## config.mk

```make
export PLATFORM = sky130hd
export DESIGN_NAME = reg_xfer_fsm
export DESIGN_NICKNAME = d
export VERILOG_FILES = /design/src/rtl/reg_xfer_pkg.sv /design/src/rtl/reg_onehot_dec.sv /design/src/rtl/reg_xfer_fsm.sv
export SDC_FILE = /design/constraint.sdc
export NUM_CORES = 1
export LEC_CHECK = 0
export CORE_UTILIZATION = 44
export DETAILED_ROUTE_END_ITERATION = 12
export PLACE_DENSITY_LB_ADDON = 0.2
export SLEW_MARGIN = 0
export SYNTH_ARGS = -nofsm -noshare
export SYNTH_HDL_FRONTEND = slang
export SYNTH_SLANG_ARGS = --single-unit
```

## constraint.sdc

```tcl
create_clock -name clk -period 1.9 [get_ports clk]
set_clock_uncertainty 0.1 [all_clocks]
set_input_delay 0.38 -clock clk [delete_from_list [all_inputs] [get_ports clk]]
set_output_delay 0.38 -clock clk [all_outputs]
set_load 0.1 [all_outputs]
```

## src/rtl/reg_xfer_pkg.sv

```systemverilog
// Shared definitions for the register-transfer execute FSM: the state
// encoding, opcode constants and instruction field positions.
package reg_xfer_pkg;

    // Execute states. All eight 3-bit codes are named. Codes that are not
    // built in (the swap states in a MOV-only build) fall back to IDLE.
    typedef enum logic [2:0] {
        IDLE   = 3'd0,
        M_RD   = 3'd1,
        M_XFER = 3'd2,
        S_SAVE = 3'd3,
        S_MOVE = 3'd4,
        S_REST = 3'd5,
        DONE   = 3'd6,
        HOLD   = 3'd7
    } state_t;

    // Default geometry of the instruction word.
    localparam int DEF_INSTR_W  = 16;
    localparam int DEF_OPC_W    = 4;
    localparam int DEF_IDX_W    = 6;
    localparam int DEF_NUM_REGS = 6;

    // Opcodes.
    localparam logic [3:0] OPC_MOV_DEF = 4'b0101;
    localparam logic [3:0] OPC_SWP_DEF = 4'b0110;

    // Field offsets. The opcode sits at the top of the word. The destination
    // index sits directly above the source index, and the source index starts
    // at bit 0.
    localparam int SRC_LSB = 0;

    function automatic int opc_msb(input int instr_w);
        return instr_w - 1;
    endfunction

    function automatic int dst_msb(input int idx_w);
        return 2 * idx_w - 1;
    endfunction

    function automatic int src_msb(input int idx_w);
        return SRC_LSB + idx_w - 1;
    endfunction

endpackage

```

## src/rtl/reg_onehot_dec.sv

```systemverilog
// Register index to one-hot select decoder. Index i drives bit NUM_REGS-1-i,
// so register 0 is the MSB. An index outside 0..NUM_REGS-1 yields an all-zero
// select and raises out_of_range.
module reg_onehot_dec #(
    parameter int IDX_W    = 6,
    parameter int NUM_REGS = 6
) (
    input  logic [IDX_W-1:0]    idx,
    output logic [NUM_REGS-1:0] onehot,
    output logic                out_of_range
);

    // One comparator per register. At most one of them can match.
    generate
        for (genvar gi = 0; gi < NUM_REGS; gi++) begin : g_bit
            assign onehot[NUM_REGS-1-gi] = (idx == IDX_W'(gi));
        end
    endgenerate

    // Widened by one bit so that NUM_REGS == 2**IDX_W still compares correctly.
    assign out_of_range = ({1'b0, idx} >= (IDX_W+1)'(NUM_REGS));

endmodule

```

## src/rtl/reg_xfer_fsm.sv

```systemverilog
// Register-transfer execute FSM. It runs MOV (dst <- src) and, when built
// with REG_XFER_SWAP_EN, SWAP (dst <-> src through the temp register).
// It drives one-hot bus read/write selects, a single pc_inc pulse and a
// done pulse, then waits in HOLD until instruction fetch takes over.
// if_active aborts any sequence back to IDLE on the next edge.
// Build option: define REG_XFER_SWAP_EN to include the SWAP sequence.
// When it is undefined, tmp_ld and tmp_oe are tied low.
module reg_xfer_fsm
    import reg_xfer_pkg::*;
#(
    parameter int               INSTR_W  = DEF_INSTR_W,
    parameter int               OPC_W    = DEF_OPC_W,
    parameter int               IDX_W    = DEF_IDX_W,
    parameter int               NUM_REGS = DEF_NUM_REGS,
    parameter logic [OPC_W-1:0] OPC_MOV  = OPC_W'(OPC_MOV_DEF),
    parameter logic [OPC_W-1:0] OPC_SWP  = OPC_W'(OPC_SWP_DEF)
) (
    input  logic                clk,
    input  logic                rst,
    input  logic                if_active,
    input  logic [INSTR_W-1:0]  instruction,
    output logic [NUM_REGS-1:0] rd_sel,
    output logic [NUM_REGS-1:0] wr_sel,
    output logic                tmp_ld,
    output logic                tmp_oe,
    output logic                pc_inc,
    output logic                done,
    output logic                idx_err
);

    localparam int OPC_MSB = opc_msb(INSTR_W);
    localparam int DST_MSB = dst_msb(IDX_W);
    localparam int SRC_MSB = src_msb(IDX_W);

`ifdef REG_XFER_SWAP_EN
    localparam logic SWAP_BUILT = 1'b1;
`else
    localparam logic SWAP_BUILT = 1'b0;
`endif

    state_t           state_reg, state_next;
    logic [IDX_W-1:0] src_reg, src_next;
    logic [IDX_W-1:0] dst_reg, dst_next;
    logic [OPC_W-1:0] op_reg, op_next;

    logic [OPC_W-1:0] opc_field;
    logic             start_mov;
    logic             start_swp;

    logic [NUM_REGS-1:0] src_oh;
    logic [NUM_REGS-1:0] dst_oh;
    logic                src_oor;
    logic                dst_oor;

    assign opc_field = instruction[OPC_MSB -: OPC_W];
    assign start_mov = (opc_field == OPC_MOV);
    assign start_swp = SWAP_BUILT && (opc_field == OPC_SWP);

    // Selects come from the latched fields, so the decoders ignore any
    // instruction change after the sequence starts.
    reg_onehot_dec #(
        .IDX_W    (IDX_W),
        .NUM_REGS (NUM_REGS)
    ) u_src_dec (
        .idx          (src_reg),
        .onehot       (src_oh),
        .out_of_range (src_oor)
    );

    reg_onehot_dec #(
        .IDX_W    (IDX_W),
        .NUM_REGS (NUM_REGS)
    ) u_dst_dec (
        .idx          (dst_reg),
        .onehot       (dst_oh),
        .out_of_range (dst_oor)
    );

    // State and latched instruction fields.
    always_ff @(posedge clk or posedge rst) begin
        if (rst) begin
            state_reg <= IDLE;
            src_reg   <= '0;
            dst_reg   <= '0;
            op_reg    <= '0;
        end else begin
            state_reg <= state_next;
            src_reg   <= src_next;
            dst_reg   <= dst_next;
            op_reg    <= op_next;
        end
    end

    // Next state. Abort beats everything. Fields are captured only on the
    // IDLE exit. A sequence state whose latched opcode does not match it is
    // treated as corrupt and returns to IDLE.
    always_comb begin
        state_next = state_reg;
        src_next   = src_reg;
        dst_next   = dst_reg;
        op_next    = op_reg;
        if (if_active) begin
            state_next = IDLE;
        end else begin
            case (state_reg)
                IDLE: begin
                    if (start_mov || start_swp) begin
                        src_next   = instruction[SRC_MSB:SRC_LSB];
                        dst_next   = instruction[DST_MSB -: IDX_W];
                        op_next    = opc_field;
                        state_next = start_mov ? M_RD : S_SAVE;
                    end
                end
                M_RD:   state_next = (op_reg == OPC_MOV) ? M_XFER : IDLE;
                M_XFER: state_next = (op_reg == OPC_MOV) ? DONE : IDLE;
`ifdef REG_XFER_SWAP_EN
                S_SAVE: state_next = (op_reg == OPC_SWP) ? S_MOVE : IDLE;
                S_MOVE: state_next = (op_reg == OPC_SWP) ? S_REST : IDLE;
                S_REST: state_next = (op_reg == OPC_SWP) ? DONE : IDLE;
`endif
                DONE:   state_next = HOLD;
                HOLD:   state_next = HOLD;
                default: state_next = IDLE;
            endcase
        end
    end

    // Moore outputs. rd_sel and tmp_oe never share a state, so the bus has
    // a single driver.
    always_comb begin
        rd_sel  = '0;
        wr_sel  = '0;
        tmp_ld  = 1'b0;
        tmp_oe  = 1'b0;
        pc_inc  = 1'b0;
        done    = 1'b0;
        idx_err = 1'b0;
        case (state_reg)
            M_RD: begin
                rd_sel = src_oh;
                pc_inc = 1'b1;
            end
            M_XFER: begin
                rd_sel = src_oh;
                wr_sel = dst_oh;
            end
`ifdef REG_XFER_SWAP_EN
            S_SAVE: begin
                rd_sel = src_oh;
                tmp_ld = 1'b1;
                pc_inc = 1'b1;
            end
            S_MOVE: begin
                rd_sel = dst_oh;
                wr_sel = src_oh;
            end
            S_REST: begin
                tmp_oe = 1'b1;
                wr_sel = dst_oh;
            end
`endif
            DONE: begin
                done    = 1'b1;
                idx_err = src_oor | dst_oor;
            end
            default: begin
            end
        endcase
    end

endmodule

```

Word level (Yosys, flattened, before mapping)
Cells that the tools add are included.
{ "classes": {"n_shift": 0, "eq_ne": 17, "order_cmp": 2, "bitwise_logic": 2, "n_reduce_logical": 6, "n_mul": 0, "n_mux": 10, "n_div": 0, "addsub": 0} }
{ "ops": {"columns": ["operator", "n"], "rows": [
  ["6-bit by 2-bit equality test with 1-bit output (second input constant)", 4],
  ["6-bit by 3-bit equality test with 1-bit output (second input constant)", 4],
  ["6-bit by 1-bit equality test with 1-bit output (second input constant)", 2],
  ["6-bit by 3-bit greater-or-equal comparator with 1-bit output (second input constant)", 2],
  ["6-bit zero test", 2],
  ["6-bit two-way mux", 2],
  ["3-bit one-hot mux with 4 select lines", 1],
  ["3-bit two-way mux", 3],
  ["4-bit by 3-bit equality test with 1-bit output (second input constant)", 2],
  ["3-bit equality test (second input constant)", 2],
  ["2-bit OR reduction", 2],
  ["3-bit by 1-bit equality test with 1-bit output (second input constant)", 1],
  ["3-bit by 2-bit equality test with 1-bit output (second input constant)", 1],
  ["3-bit zero test", 1],
  ["1-bit two-way mux", 3],
  ["3-bit inequality test (second input constant)", 1],
  ["3-bit AND reduction", 1],
  ["2-bit two-way mux", 1],
  ["1-bit NOT", 1],
  ["1-bit OR", 1]
]} }
{ "word_totals": {"inputBits": 19, "ramBits": 0, "memories": 0, "latchBits": 0, "reg_bits": 19, "rom_bits": 0, "elab_cells": 41, "out_inout_bits": 17} }

Longest topological paths before layout
Gate-level depths: netlist (run 1).
{ "logic_depth": {"word_depth": 4, "ltp_mapped": 5} }

Hierarchy
Synthesis (run 1) repeated with hierarchy kept, for this count alone.
{ "hier_totals": {"hier_cells": 97, "area_unflattened_um2": 1113.6} }
{ "modules_own_cells": {"columns": ["mod", "area_each_um2", "cells_per_inst", "instances"], "rows": [
  ["reg_xfer_fsm", 920.9, 73, 1],
  ["reg_onehot_dec", 96.3, 12, 2]
]} }

Worst setup path after synthesis (run 1)
OpenSTA, ideal clock, no wires.
{ "synth_timing": {"path_type": "reg2out", "from": "register state_reg[2]", "to": "output port wr_sel[0]", "arrival_time_ns": 3.894, "stages_incl_launch_ff": 4, "slack_ns": -2.474, "cell_sequence": "dfrtp_1 -> buf_2 -> or4b_4 -> nor4_1"} }
{ "synth_via": {"elab_chain_len": 2} }
{ "synth_rtl": {"columns": ["item", "line", "source"], "rows": [
  ["from (decl)", "reg_xfer_fsm.sv:41", "state_t state_reg, state_next;"],
  ["from (signal assigned)", "reg_xfer_fsm.sv:87", "state_reg <= state_next;"],
  ["3-bit by 2-bit equality test with 1-bit output", "reg_xfer_fsm.sv:138", "case (state_reg)"],
  ["6-bit two-way mux", "reg_xfer_fsm.sv:138", null],
  ["to (decl)", "reg_xfer_fsm.sv:23", "output logic [NUM_REGS-1:0] wr_sel,"]
]} }
Every way passes these cells.

Worst setup path after layout (run 1)
{ "layout_timing": {"from": "register state_reg[0]", "to": "output port rd_sel[5]"} }
{ "layout_via": {"elab_chain_len": 3} }
{ "layout_rtl": {"columns": ["item", "line", "source"], "rows": [
  ["3-bit by 2-bit equality test with 1-bit output / 3-bit by 1-bit equality test with 1-bit output (equally long branches)", "reg_xfer_fsm.sv:138", null],
  ["2-bit OR reduction (no line) *", null, null],
  ["6-bit two-way mux *", "reg_xfer_fsm.sv:138", null],
  ["to (decl)", "reg_xfer_fsm.sv:22", "output logic [NUM_REGS-1:0] rd_sel,"]
]} }
Mark *: on every way between the ends. The rest lies on a longest branch, timed or not.

==> summary.txt, run 1 <==
Status -> finished, violations left
Failing checks -> setup timing
Die Area -> 2540 sq um
Kind of critical path -> flop to output port
Die height -> 50.4 um
Routed vias/inst -> 5.13
Bufs on Longest Clock Path -> 2
Mapped Avg Cell Area -> 11.3 sq um
GP Congestion -> 0.784
Initial Util -> 46.6%
Most frequent cells in the layout -> dfrtp_1 (18), clkdlybuf4s50_1 (18), buf_12 (15), buf_4 (15)
Unrepaired setup endpoints after global routing -> true
Nets@finish -> 159
Core Area -> 2210 sq um
PD cells -> 627 nW/um^2
H-tree Lvls -> 1
Port bufs -> 33
Clock transition at path regs -> 110 ps
CP max stage cell -> or3b_4
Routed len/inst -> 16.0 um
First-pass GRT wire length -> 4.37 mm
Internal power -> 0.000739 W
Critical Path Max Stage Delay -> 460 ps
WL met2 -> 1.49 mm
Largest net degree at the start of global routing -> 20
Fin crit period -> 2310 ps
Cells along the critical path -> xor2_2 > or3b_4 > nor4_4 > buf_12
Ant diodes -> 0
Number of global-route vias before repair -> 907
Pins Over Slew Limit -> 0
CP Capture Type -> output port
Clock Latency Late Sink -> 310 ps
Cells on worst reg2reg path -> 4
GR Util All Layers -> 23.7%
Leakage -> 0.748 nW
Post-synthesis sequential area ratio -> 46.1%
CP max FO -> 4
P_sw -> 0.000390 W
R2r setup slk -> 250 ps
CTS Sinks -> 19
Placed Area -> 1700 sq um
Met3 WL -> 92 um
Maximum vdd drop -> 0.000543 V
Final ANT Viol Nets -> 0
Ys async rst share -> 100%
Worst hold-check path type -> primary input to async pin
CP Depth -> 4
Iter 0 DRT Violations -> 22
Metal-1 WL -> 1.05 mm
Comb power frac -> 31.1%
DR pass1 iterations -> 4
Die Wd -> 50.4 um
Area Growth Syn to Fin -> 74.6%
Arrival time worst endpoint -> 1830 ps
Clock power frac -> 19.0%
Setup TNS -> -4290 ps
Mapped Area -> 1030 sq um
Reg2reg start -> state_reg[0]
Share of layout cells above drive strength 1 -> 51.8%
Syn Inst Count -> 91
Part of the cycle the worst path needs -> 121%
DP Wirelength -> 2.04 mm
Final Total Pwr -> 0.00113 W
Worst R2R End -> src_reg[5]
Root buf cell -> clkbuf_4
Std cell rows -> 17
Sequential share of power -> 49.9%
Top_reg_cell synth -> dfrtp_1
IO Pins -> 36
Post-synth EDFFs -> 0
Final setup viols -> 14
Number of library cell types mapped by synthesis -> 31
Max-cap viol count -> 0
Hold Buf Count CTS -> 0
Top delay family on crit path -> simple AND/OR/NAND/NOR gates
Worst EP required -> 1420 ps
CTS tree -> done
Initial antenna violation count -> 0
Top Metal Used -> met4
DRC viols -> 0
Fmax -> 434 MHz
Bufs and invs on worst path -> 1
Final hold vios -> 0
Synthesized flop and latch total -> 19
Fin worst setup slack -> -406 ps
Routed wire length -> 2.67 mm
Ys Warns -> 0
Final Instance Area -> 1800 sq um
Switching share of total power -> 34.6%
Total CTS buffers -> 3
Critical path startpoint category -> flop
Hold WS -> 281 ps
DR vias -> 857
Gr ovfl total -> 0
[kinds of logic after synthesis]
logic type / after synthesis / synth area share (%)
and+or+nand+nor: 44 / 29.6
xor gates and xnor gates: 1 / 0.850
other: 1 / 0.364
DFF: 19 / 46.1
buffers and inverters: 8 / 4.61
AOI/OAI and AO/OA: 6 / 3.16
muxes: 12 / 15.3
[synth_stat cells (all sizes together) (3+ instances only)]
library cell | count | share of area (%)
inv | 3 | 1.1
nand2 | 4 | 1.5
dfrtp | 19 | 46
and2 | 3 | 1.8
nand3 | 4 | 3.2
nor3 | 3 | 1.5
buf | 5 | 3.5
a21oi | 4 | 1.9
nor2 | 9 | 3.3
mux2 | 12 | 15
nor4 | 5 | 4.5
[routing by layer]
layer	up-vias	global-route usage (%)
met5	-	0
met1	410	26.1
met4	0	8.33
met2	26	46.2
li1	416	-
met3	5	2.42
[power by group through the flow]
stage          registers, W  logic (W)  clock network [W]
6_report           0.000563   0.000351           0.000214
3_3_place_gp       0.000557   0.000302                  0
5_1_grt            0.000574   0.000380           0.000231
2_1_floorplan      0.000553   0.000207                  0
4_1_cts            0.000560   0.000353           0.000212
3_5_place_dp       0.000564   0.000317                  0
[worst max path at each step]
stage | startpoint | endpoint | slack, ps
after floorplan | state_reg[2] | wr_sel[0] | -680
after global placement | instruction[15] | src_reg[3] | -110
after detailed placement | if_active | src_reg[1] | -170
after CTS | state_reg[0] | rd_sel[5] | -420
after global routing | state_reg[0] | rd_sel[5] | -470
final | state_reg[0] | rd_sel[5] | -410
[metrics by stage]
stage | cells | setup WS (ps) | utilization, %
after floorplan | 92 | -678 | -
after global placement | 158 | -113 | 76.9
after detailed placement | 158 | -168 | 76.9
after CTS | 167 | -418 | 80.7
after global routing | 167 | -471 | 81.4
final | 167 | -406 | 81.4
[worst min-delay path, cell delays in order]
cell and delay [ps]:
clkdlybuf4s50_1 390, inv_1 50, buf_4 260
[area by class of cell]
cell class | instances | area [sq um]
inverter | 3 | 11.3
tap | 28 | 35.0
clock inverter | 1 | 5.00
sequential | 19 | 477
timing repair buffer | 48 | 593
fill | 133 | 412
clock buffer | 3 | 22.5
multi-input combinational | 65 | 657
[timing repair]
action / in CTS / in global routing
pin swaps: 4 / 1
buffers inserted: 5 / 0
endpoints found under the setup margin: 14 / 15
cloned: 0 / 0
gates resized for setup: 5 / 3
Note: power is estimated with default switching activity, not from simulation.
==> run 2, diff against run 1 <==
Settings changed: CORE_ASPECT_RATIO set to 1.25, CORE_UTILIZATION 44 to 45, SYNTH_HIERARCHICAL set to 1.
==> run 2 against run 1 <==
Largest power group unchanged. Core utilization about the same. The run still ends with setup timing left. Sequential power rose by 0.9%. Critical path type unchanged. Clock power is 5% lower. Maximum frequency rose by 3.4%. Sequential cell count stayed put. Cell count up 4.8%. Combinational power is 8.5% higher. Synthesized cell count is 6.6% higher. Wire length shrank 4.7%. Die area is 5.4% higher. Register-to-register slack got worse by 110 ps.
==> summary.txt, run 2 <==
R2r setup slk -> 140 ps
Count leader, synth -> dfrtp_1
Syn Inst Count -> 97
Die Area -> 2680 sq um
Bufs on Longest Clock Path -> 2
Initial antenna violation count -> 0
DR pass1 iterations -> 4
DR vias -> 916
Leakage -> 0.781 nW
Fin worst setup slack -> -329 ps
Port bufs -> 33
Most common cell after layout, fill and taps aside -> clkdlybuf4s50_1
Std cell rows -> 19
Worst R2R End -> src_reg[3]
Nets@finish -> 164
Crit path from -> dst_reg[4]
Worst hold-check path type -> primary input to async pin
Largest net degree at the start of global routing -> 20
Ys Warns -> 6
Number of global-route vias before repair -> 919
Initial Util -> 49.3%
Share of layout cells above drive strength 1 -> 54.9%
Routed wire length -> 2.55 mm
Status -> finished, violations left
CTS Sinks -> 19
Final setup viols -> 13
Fin crit period -> 2230 ps
Final Util -> 81.4%
Total CTS buffers -> 3
GP Congestion -> 0.767
CP max FO -> 4
Most frequent cells in the layout -> clkdlybuf4s50_1 (18), dfrtp_1 (15), buf_12 (15)
Pins Over Slew Limit -> 0
Critical Path End -> wr_sel[4]
Root buf cell -> clkbuf_4
Area Growth Syn to Fin -> 65.1%
DP Wirelength -> 1.86 mm
Clock transition at path regs -> 100 ps
Clock Latency Late Sink -> 300 ps
Critical path startpoint category -> flop
Iter 0 DRT Violations -> 6
Synthesized flop and latch total -> 19
DRC viols -> 0
Synth area leaders -> dfrtp_1 (43%), and2_1 (8.4%), mux2_4 (8.1%), mux2_2 (5.1%), nor3_2 (3.6%)
Ant diodes -> 0
Routed vias/inst -> 5.23
H-tree Lvls -> 1
Failing checks -> setup timing
Final ANT Viol Nets -> 0
Fmax -> 449 MHz
Ys async rst share -> 100%
Hold WS -> 287 ps
Top post-synthesis cells by count -> dfrtp_1 (19), and2_1 (15), nor2_1 (10)
Die height -> 57.6 um
Final Instance Area -> 1840 sq um
Routed len/inst -> 14.5 um
PD cells -> 627 nW/um^2
Reg2reg start -> state_reg[0]
GR Util All Layers -> 22.5%
Final hold vios -> 0
Number of fill cells -> 122
Yosys top cell area share -> 42.7%
Worst EP required -> 1420 ps
CTS tree -> done
Maximum vdd drop -> 0.000712 V
Gr ovfl total -> 0
Kind of critical path -> flop to output port
Number of library cell types mapped by synthesis -> 29
Synth area leader -> dfrtp_1
Unrepaired setup endpoints after global routing -> true
Placed Area -> 1710 sq um
IO Pins -> 36
Part of the cycle the worst path needs -> 117%
Arrival time worst endpoint -> 1750 ps
Core Area -> 2260 sq um
Mapped Avg Cell Area -> 11.5 sq um
CP Capture Type -> output port
Top_reg_cell synth -> dfrtp_1
Mapped Area -> 1110 sq um
Post-synth EDFFs -> 0
Hold Buf Count CTS -> 0
First-pass GRT wire length -> 4.36 mm
Max-cap viol count -> 0
Cells on worst reg2reg path -> 4
Die Wd -> 46.5 um
Post-synthesis sequential area ratio -> 42.7%
[run 2: changes by cell type after synthesis, moves of 3 or more]
cell,before,now
and2_1,3,15
nor4_1,4,1
nand2_1,4,1
nor2b_1,0,3
nor3_2,0,4
nor3_1,3,0
[run 2: layout make-up]
class                   instances  area (sq um)  share of cell area [%]
multi-input cells              74           703                    38.3
repair buffers                 45           582                    31.7
flip-flops and latches         19           480                    26.1
well taps                      31          38.8                    2.11
clock buffers                   4          26.3                    1.43
inverters                       2          7.51                   0.408
[run 2: logic make-up (layout without fill, tap and decap cells)]
family / after synthesis / in the layout / share of synthesized area [%]
xor gates and xnor gates: 1 / 1 / 0.787
buffers and inverters: 5 / 51 / 3.03
muxes: 12 / 12 / 14.2
and+or+nand+nor: 52 / 52 / 34.5
other: 1 / 2 / 0.337
DFF: 19 / 19 / 42.7
AOI/OAI and AO/OA: 7 / 7 / 4.49
[run 2: routing by layer]
| layer | up-vias | GRT usage [%] | part of all wire [%] |
|---|---|---|---|
| met5 | - | 0 | 0 |
| met4 | 0 | 8.82 | 1.8 |
| met3 | 5 | 1.87 | 3.9 |
| met2 | 34 | 38.7 | 57 |
| met1 | 439 | 28.2 | 38 |
| li1 | 438 | - | - |
[run 2: how the worst min path moves through the flow]
stage / start / to / slack [ps] / depth (start not counted)
3_3_place_gp: op_reg[0] / op_reg[0] / 340 / 1
3_5_place_dp: op_reg[2] / op_reg[2] / 350 / 1
5_1_grt: rst / dst_reg[4] / 330 / 3
2_1_floorplan: rst / dst_reg[0] / 230 / 1
4_1_cts: rst / dst_reg[4] / 290 / 3
6_report: rst / dst_reg[4] / 290 / 3
[run 2: worst max-delay path: stages (launching register included)]
cell,delay (ps)
dfrtp_1,450
or4b_4,560
nor3_2,110
and2_4,170
buf_12,160
[run 2: what timing repair did]
item / in CTS / in global routing
setup buffers: 2 / 2
resized for setup: 10 / 16
setup endpoints to repair: 13 / 14
pin swaps: 8 / 3
[run 2: metrics by stage]
stage          worst slack (ps)  setup TNS, ps  power (W)  std cells
2_1_floorplan              -119           -412   0.000765         98
3_3_place_gp              -83.7           -729   0.000865        167
3_5_place_dp               -114          -1080   0.000882        167
4_1_cts                    -305          -2970    0.00111        173
5_1_grt                    -401          -3890    0.00121        175
6_report                   -329          -3030    0.00115        175
[run 2: power breakdown]
part,switching [W],internal (W)
clock,0.000122,0.0000819
sequential,0.0000940,0.000474
combinational,0.000150,0.000231
